--- src/rtl/redmule_qint_unpack_pkg.sv ---
// ---------------------------------------------------------------------------
// redmule_pkg
// Shared types for the RedMulE weight path.
//   DATA_W         default stream data width in bits
//   qint_fmt_e     quantized weight format (8, 4 or 2 bits per element)
//   unpack_state_e EMPTY / HOLD state of the qint unpacker
//   qint_beats()   number of output beats one packed word expands into
// ---------------------------------------------------------------------------
package redmule_pkg;

    localparam int unsigned DATA_W = 256;

    typedef enum logic [1:0] {
        QINT_8 = 2'd0,
        QINT_4 = 2'd1,
        QINT_2 = 2'd2
    } qint_fmt_e;

    typedef enum logic {
        EMPTY = 1'b0,
        HOLD  = 1'b1
    } unpack_state_e;

    // Narrower elements pack more of them per word, so the word takes more
    // beats to drain. The unused encoding falls back to the 8-bit behaviour.
    function automatic logic [2:0] qint_beats(input qint_fmt_e fmt);
        case (fmt)
            QINT_4:  qint_beats = 3'd2;
            QINT_2:  qint_beats = 3'd4;
            default: qint_beats = 3'd1;
        endcase
    endfunction

endpackage

--- src/rtl/redmule_qint_unpack_if.sv ---
// ---------------------------------------------------------------------------
// hwpe_stream_intf_stream
// Valid/ready stream carrying a data word and its byte strobes.
//   valid  producer has a beat on data/strb
//   ready  consumer takes the beat when valid && ready at a rising edge
//   data   DATA_WIDTH payload bits
//   strb   one strobe bit per payload byte
// Modports: source (producer side), sink (consumer side).
// ---------------------------------------------------------------------------
interface hwpe_stream_intf_stream #(
    parameter int unsigned DATA_WIDTH = 32
) ();

    logic                      valid;
    logic                      ready;
    logic [DATA_WIDTH-1:0]     data;
    logic [DATA_WIDTH/8-1:0]   strb;

    modport source (output valid, output data, output strb, input ready);
    modport sink   (input valid, input data, input strb, output ready);

endinterface

--- src/rtl/redmule_qint_unpack.sv ---
// ---------------------------------------------------------------------------
// redmule_qint_unpack
// Splits densely packed quantized weight words into per-beat slices that
// each carry DW/8 elements in the low bits, ready for the qint cast stage.
// An 8-bit word passes through in one beat, a 4-bit word in two, a 2-bit
// word in four.
//   clk_i     clock, rising edge
//   rst_ni    synchronous active-low reset
//   clear_i   synchronous soft clear, drops the word in flight
//   fmt_i     weight format, sampled when a word is accepted
//   stream_i  packed input words (sink)
//   stream_o  unpacked beats (source)
// ---------------------------------------------------------------------------
module redmule_qint_unpack
    import redmule_pkg::*;
#(
    parameter int unsigned DW = DATA_W
) (
    input  logic                          clk_i,
    input  logic                          rst_ni,
    input  logic                          clear_i,
    input  qint_fmt_e                     fmt_i,
    hwpe_stream_intf_stream.sink          stream_i,
    hwpe_stream_intf_stream.source        stream_o
);

    localparam int unsigned SB = DW / 8;
    localparam int unsigned IW = $clog2(SB);

    unpack_state_e  state_q;
    logic [DW-1:0]  data_q;
    logic [SB-1:0]  strb_q;
    qint_fmt_e      fmt_q;
    logic [1:0]     k_q;

    logic           full;
    logic           last_beat;
    logic           in_ready;
    logic [2:0]     beats;
    logic [1:0]     shift;
    logic [DW-1:0]  out_data;
    logic [SB-1:0]  out_strb;

    assign full      = (state_q == HOLD);
    assign beats     = qint_beats(fmt_q);
    assign last_beat = ({1'b0, k_q} == (beats - 3'd1));

    // A new word is taken only when nothing is held or the last beat of the
    // held word leaves this cycle, so the output never bubbles between words.
    assign in_ready = !clear_i && (!full || (stream_o.ready && last_beat));

    assign stream_i.ready = in_ready;
    assign stream_o.valid = full;
    assign stream_o.data  = out_data;
    assign stream_o.strb  = out_strb;

    // log2 of the beat count: maps an output strobe position onto the byte
    // of the packed word that holds that element.
    always_comb begin
        shift = 2'd0;
        case (fmt_q)
            QINT_4:  shift = 2'd1;
            QINT_2:  shift = 2'd2;
            default: shift = 2'd0;
        endcase
    end

    // Slice k of the held word lands in the low bits, upper bits stay zero.
    always_comb begin
        out_data = '0;
        case (fmt_q)
            QINT_4: begin
                if (k_q[0]) out_data[DW/2-1:0] = data_q[DW-1:DW/2];
                else        out_data[DW/2-1:0] = data_q[DW/2-1:0];
            end
            QINT_2: begin
                case (k_q)
                    2'd0:    out_data[DW/4-1:0] = data_q[DW/4-1:0];
                    2'd1:    out_data[DW/4-1:0] = data_q[DW/2-1:DW/4];
                    2'd2:    out_data[DW/4-1:0] = data_q[3*DW/4-1:DW/2];
                    default: out_data[DW/4-1:0] = data_q[DW-1:3*DW/4];
                endcase
            end
            default: out_data = data_q;
        endcase
    end

    // Each output element inherits the strobe of the input byte it came from.
    always_comb begin
        out_strb = '0;
        for (int j = 0; j < SB; j++) begin
            out_strb[j] = strb_q[IW'((32'(k_q) * SB + 32'(j)) >> shift)];
        end
    end

    // Reset outranks clear, clear outranks every handshake. Otherwise a word
    // is captured on input acceptance, or the beat counter advances when the
    // consumer takes a beat.
    always_ff @(posedge clk_i) begin
        if (!rst_ni) begin
            state_q <= EMPTY;
            data_q  <= '0;
            strb_q  <= '0;
            fmt_q   <= QINT_8;
            k_q     <= 2'd0;
        end else if (clear_i) begin
            state_q <= EMPTY;
            data_q  <= '0;
            strb_q  <= '0;
            k_q     <= 2'd0;
        end else if (stream_i.valid && in_ready) begin
            state_q <= HOLD;
            data_q  <= stream_i.data;
            strb_q  <= stream_i.strb;
            fmt_q   <= fmt_i;
            k_q     <= 2'd0;
        end else if (full && stream_o.ready) begin
            if (last_beat) begin
                state_q <= EMPTY;
                k_q     <= 2'd0;
            end else begin
                k_q     <= k_q + 2'd1;
            end
        end
    end

endmodule

--- src/flat_wrapper.sv ---
// flat-port wrapper written by rule: the top's interface ports become plain ports
module redmule_qint_unpack_flat import redmule_pkg::*;
#(
    parameter int unsigned DW = DATA_W
)
  (clk_i, rst_ni, clear_i, fmt_i, stream_i_valid, stream_i_data, stream_i_strb, stream_i_ready, stream_o_valid, stream_o_data, stream_o_strb, stream_o_ready);
  hwpe_stream_intf_stream #(.DATA_WIDTH(DW)) stream_i_i ();
  hwpe_stream_intf_stream #(.DATA_WIDTH(DW)) stream_o_i ();
  input  logic clk_i;
  input  logic rst_ni;
  input  logic clear_i;
  input  qint_fmt_e fmt_i;
  input wire logic [$bits(stream_i_i.valid)-1:0] stream_i_valid;
  input wire logic [$bits(stream_i_i.data)-1:0] stream_i_data;
  input wire logic [$bits(stream_i_i.strb)-1:0] stream_i_strb;
  output wire logic [$bits(stream_i_i.ready)-1:0] stream_i_ready;
  output wire logic [$bits(stream_o_i.valid)-1:0] stream_o_valid;
  output wire logic [$bits(stream_o_i.data)-1:0] stream_o_data;
  output wire logic [$bits(stream_o_i.strb)-1:0] stream_o_strb;
  input wire logic [$bits(stream_o_i.ready)-1:0] stream_o_ready;
  assign stream_i_i.valid = stream_i_valid;
  assign stream_i_i.data = stream_i_data;
  assign stream_i_i.strb = stream_i_strb;
  assign stream_i_ready = stream_i_i.ready;
  assign stream_o_valid = stream_o_i.valid;
  assign stream_o_data = stream_o_i.data;
  assign stream_o_strb = stream_o_i.strb;
  assign stream_o_i.ready = stream_o_ready;
  redmule_qint_unpack #(.DW(DW)) u_core (.clk_i(clk_i), .rst_ni(rst_ni), .clear_i(clear_i), .fmt_i(fmt_i), .stream_i(stream_i_i), .stream_o(stream_o_i));
endmodule
--- config.mk ---
export PLATFORM = sky130hd
export DESIGN_NAME = redmule_qint_unpack_flat
export DESIGN_NICKNAME = d
export VERILOG_FILES = /design/src/rtl/redmule_qint_unpack_pkg.sv /design/src/rtl/redmule_qint_unpack_if.sv /design/src/rtl/redmule_qint_unpack.sv /design/src/flat_wrapper.sv
export SDC_FILE = /design/constraint.sdc
export NUM_CORES = 1
export LEC_CHECK = 0
export ABC_CLOCK_PERIOD_IN_PS = 4100
export CAP_MARGIN = 5
export CORE_ASPECT_RATIO = 0.7
export CORE_UTILIZATION = 30
export CTS_BUF_LIST = sky130_fd_sc_hd__clkbuf_4
export CTS_CLUSTER_SIZE = 10
export DETAILED_ROUTE_END_ITERATION = 6
export PLACE_DENSITY = 0.63
export SLEW_MARGIN = 20
export SYNTH_ARGS = -nofsm -noshare
export SYNTH_HDL_FRONTEND = slang
export SYNTH_SLANG_ARGS = --single-unit
--- constraint.sdc ---
create_clock -name clk_i -period 4.1 [get_ports clk_i]
set_input_delay 0.615 -clock clk_i [delete_from_list [all_inputs] [get_ports clk_i]]
set_output_delay 0.615 -clock clk_i [all_outputs]
set_load 0.02 [all_outputs]
Word level (Yosys, flattened, before mapping)
Index checks and enable logic that the tools add are counted.

$add $sub $neg: 33. $mul: 0. Div/mod/pow operators: 0. $lt $le $gt $ge: 32. Eq/ne operators: 5. Shift-type cells: 32. Multiplexer cells: 75. Bitwise operators: 2. Reduce and logical (&&, ||, !) cells: 15.

Operator list (number): 32-bit by 2-bit right shift with 5-bit output (31); 128-bit 2-to-1 mux (2); 64-bit case mux with 2 select lines (2); 5-bit by 6-bit < comparator with 1-bit output (second input constant) (32); 64-bit case mux with 3 select lines (1); 1-bit binary-select mux with 5-bit select (32); 7-bit by 5-bit adder with 8-bit output (second input constant) (16); 7-bit by 4-bit adder with 8-bit output (second input constant) (8); 1-bit 2-to-1 mux (35); 7-bit by 3-bit adder with 8-bit output (second input constant) (4); 7-bit by 2-bit adder with 8-bit output (second input constant) (2); 7-bit by 1-bit adder with 8-bit output (second input constant) (1); 7-bit by 2-bit right shift with 5-bit output (1); 3-bit case mux with 2 select lines (1); 2-bit by 1-bit equality test with 1-bit output (second input constant) (2); 2-bit equality test (second input constant) (2); 1-bit logical AND (4); 2-bit case mux with 2 select lines (1); 2-bit AND reduction (2); 2-bit nonzero test (2); 2-bit OR reduction (2); 2-bit by 3-bit equality test with 1-bit output (1); 3-bit OR reduction (1); 3-bit by 1-bit subtractor with 3-bit output (second input constant) (1); 6 further kinds (8).

Bits in registers: 293. Latch bits: 0. RAM bits: 0. Bits in read-only memories: 0. Input port bits: 295. Memories: 0.

Longest topological paths before layout
Depth after elaboration: 10. Depth in mapped cells: 14. Mapped depth without buffers: 9.

Worst setup path after synthesis
OpenSTA, ideal clock, no wires.

Path type: reg-to-output. Start: register u_core.fmt_q[0]. End: output stream_o_strb[2]. Arrival time: 3.129 ns. Required time: 3.485 ns. Slack: 0.356 ns. Stages on the path, launching flop included: 14. Buffers on the path: 5. Cells stage by stage: dfxtp_1 inv_1 ha_1 buf_2 buf_4 inv_2 clkbuf_1 ha_1 buf_2 buf_1 nand2_1 a21oi_1 a211oi_1 o311ai_1.

Longest elaborated chain between the ends: 5. Elaborated cells on any way between the ends: 6. Those cells by class: 2 x eq/ne; 1 x shift; 3 x mux.

RTL lines: from (decl) (RTL line redmule_qint_unpack.sv:33) `qint_fmt_e fmt_q;`; from (signal assigned) (RTL line redmule_qint_unpack.sv:115) `fmt_q <= fmt_i;`; 2-bit equality test or 2-bit by 1-bit equality test with 1-bit output (tied branches) (RTL line redmule_qint_unpack.sv:61) `case (fmt_q)`; 2-bit case mux with 2 select lines * (RTL line redmule_qint_unpack.sv:61); 32-bit by 2-bit right shift with 5-bit output * (RTL line redmule_qint_unpack.sv:92) `out_strb[j] = strb_q[IW'((32'(k_q) * SB + 32'(j)) >> shift)];`; 1-bit binary-select mux with 5-bit select * (RTL line redmule_qint_unpack.sv:92); 1-bit 2-to-1 mux (implied by the code) * (RTL line redmule_qint_unpack.sv:92); to (decl) (RTL line flat_wrapper.sv:19) `output wire logic [$bits(stream_o_i.strb)-1:0] stream_o_strb;`.

Every way passes the cells marked *; elsewhere a longest branch is shown, timed or not. The select of a mux whose other input is x is not followed.

Worst setup path in the final report
Start: register u_core.fmt_q[0]. End: output stream_o_strb[17].

The elaborated chain is that of the path after synthesis.

==> results.yml <==
die:
  fp.dieW_um: 307
  die_h_um: 215
  io_pins: 585
  fp.coreArea_um2: 63700
  initial_core_util_pct: 30.6
  dieArea_um2: 66000
  rows: 77
run:
  cap_viol_max_count: 0
cts:
  htree_levels: 3
  cts_hold_buf: 0
  clkLatencyLatePin_ns: 0.88
  cts_buffers: 83
  clk_pin_slew_worst_paths_ns: 0.07
  cts_root_buffer: "clkbuf_4"
  cts_tree: "built"
  clock-sinks: 293
  clk_path_buf_depth: 3
timing:
  slew_violations: 0
  period_needed_ns: 4.06
  worst_slack_ns: 0.0377
  worst_slew_pin_slew_ns: 1.14
  skew_ns: 0.0354
  setup_viol: 0
  relSlewSlack_pct: 23.7
  period_share_pct: 99.1
  finalHoldViolations: 0
  rsz0062_at_grt: "true"
  holdWs_ns: 0.274
  clock.fmax_ghz: 0.246
min_path:
  hp-class: "in -> reg"
global_route:
  grt_pass1_wl_um: 150000
  grtUsageTotal_pct: 30.0
  grt_pass1_vias: 22200
  grt-ovfl-total: 0
  antenna_found_initial: 12
  grt_max_degree: 153
setup_path:
  cpLargestDelayFamily: "buffers and inverters"
  startpoint_type: "register"
  cp_slowest_cell: "mux4_2"
  cp-end-kind: "primary output"
  cp_data_arrival_time_ns: 3.45
  path_buf_inv: 6
  crit_chain: "inv_2, ha_4, inv_2, buf_4, mux2i_1, buf_4, mux2i_1, mux4_2, inv_1, clkdlybuf4s15_2"
  cp.required_ns: 3.48
  cpPeakStageDelay_ns: 0.51
  path_class: "reg -> out"
  crit_fanout: 17
layout:
  final_nets: 3591
  layout_common_cells: "899 x nand2_1, 448 x clkdlybuf4s50_1, 389 x a21oi_1"
  fin_area_um2: 29000
  multiInputGateArea_um2: 12700
  final_cell_count_no_fill: 4225
  fill_cells: 6467
  seq_area_um2: 5880
  syn2layout_area_growth_pct: 49.1
  final_common_cell: "nand2_1"
  drive_gt1_share_pct: 15.8
placed_design:
  port_buffers: 584
  pre_cts_ws_ns: 0.300
  dp_hpwl_um: 70500
  dp_cells: 4000
  placedInstanceArea_um2: 26800
  routabilityCongestion: 0.980
synth:
  synth_edf_count: 0
  synthFlopType: "dfxtp_1"
  synth_area_um2: 19500
  ys_seq_elements: 293
  synth-async-reset-ratio_pct: 0
  avgSynthCellArea_um2: 7.24
  synth_warnings: 0
  synth_seq_area_share_pct: 30.1
  syn_nets: 2997
  synthCells: 2691
  ys_types: 70
route:
  via_per_inst: 5.63
  first_pass_iters: 7
  drt_iter0_drc: 3013
  drc: 8
  wl_um: 103000
  wl_per_cell_um: 24.5
  via_count: 23800
  postRouteAntennaNets: 0
power_and_ir_drop:
  power.density_nw_per_um2: 277
  peakVddDrop_v: 0.000167
  p_leak_nw: 11.4
  total_power_mw: 8.04
status:
  status: "finished, violations left"
  violations: "DRC"
## Yosys cell counts (3+ instances only)
| library cell | count | area [um^2] |
|---|---|---|
| nor2_1 | 39 | 146 |
| mux4_2 | 78 | 1760 |
| a21oi_1 | 393 | 1970 |
| o211ai_1 | 5 | 37.5 |
| and3b_1 | 3 | 26.3 |
| buf_4 | 4 | 30.0 |
| mux2i_1 | 72 | 721 |
| dfxtp_1 | 293 | 5870 |
| a21boi_0 | 3 | 22.5 |
| nand3_1 | 9 | 45.0 |
| o311ai_1 | 4 | 35.0 |
| nand2_1 | 901 | 3380 |
| a311o_1 | 3 | 30.0 |
| o21ai_0 | 141 | 706 |
| a31oi_1 | 12 | 75.1 |
| mux2_2 | 26 | 293 |
| o22ai_1 | 5 | 31.3 |
| o21ai_1 | 6 | 30.0 |
| buf_1 | 18 | 67.6 |
| a221oi_1 | 3 | 26.3 |
| clkbuf_1 | 183 | 687 |
| ha_1 | 11 | 138 |
| nor2b_1 | 9 | 56.3 |
| and2_1 | 130 | 813 |
| and3_1 | 4 | 25.0 |
| o221ai_1 | 4 | 35.0 |
| nand2b_1 | 11 | 68.8 |
| a311oi_1 | 5 | 43.8 |
| inv_1 | 10 | 37.5 |
| a22oi_1 | 68 | 510 |
| buf_2 | 83 | 415 |
| a2111oi_0 | 3 | 26.3 |
| a21o_1 | 7 | 52.6 |
| a211oi_1 | 19 | 143 |
| a222oi_1 | 64 | 641 |
| nor3_1 | 14 | 70.1 |
## routing by layer
| layer | wire length, um | part of all wire (%) | global-route usage [%] |
|---|---|---|---|
| met1 | 44800 | 43 | 41.6 |
| met2 | 44300 | 43 | 44.6 |
| met3 | 11700 | 11 | 9.24 |
| met4 | 2570 | 2.5 | 8.12 |
| met5 | 86 | 0.083 | 0 |
## sequential cells by signal, indices dropped and copies added (netlist names)
| signal | flops |
|---|---|
| u_core.strb_q | 32 |
| u_core.data_q | 256 |
| u_core.stream_o.valid | 1 |
| u_core.fmt_q | 2 |
| u_core.k_q | 2 |
## what timing repair did
item / in CTS / in global routing
cloned: 3 / 2
setup endpoints to repair: 173 / 97
resized for setup: 162 / 85
buffers inserted: 46 / 18
pin swaps: 7 / 3
## final timing paths
| kind | startpoint | endpoint | slack (ns) | depth (start not counted) |
|---|---|---|---|---|
| worst max register to register | u_core.fmt_q[0] | u_core.data_q[226] | 1.10 | 10 |
| worst min-delay path | stream_i_data[115] | u_core.data_q[115] | 0.27 | 3 |
| worst min register to register | u_core.data_q[65] | u_core.data_q[65] | 0.47 | 2 |
| worst max-delay path | u_core.fmt_q[0] | stream_o_strb[17] | 0.04 | 10 |
## worst min-delay path, delay by kind of cell
family | cells | cell delay, ns
compound gates | 1 | 0.05
buf+inv | 1 | 0.40
simple gates | 1 | 0.06
## through the flow
step                utilization, %  setup TNS (ns)
finish                        45.6               0
global route                  45.6         -0.0882
global placement              42.1               0
floorplan                        -               0
CTS                           44.9               0
detailed placement            42.1               0
## report_power, final
group          internal [mW]  switching, mW  leakage, nW
Combinational          0.948           1.16         8.39
Sequential              2.93          0.130         2.38
Clock                   1.46           1.42        0.640
## logic make-up after synthesis
family	synth area share [%]
xor+xnor	0.0900
buf+inv	6.51
compound gates	23.7
simple gates	24.4
mux	14.4
fa+ha+maj	0.707
flops	30.1
## cell type report
type	instances	share of cell area [%]
repair buffers	799	28.5
clock buffers	126	3.26
multi-input cells	2096	43.7
inverters	12	0.168
diodes	11	0.0948
clock inverters	19	0.379
flip-flops and latches	293	20.3
well taps	869	3.74
Power figures use the tool's default switching activity.
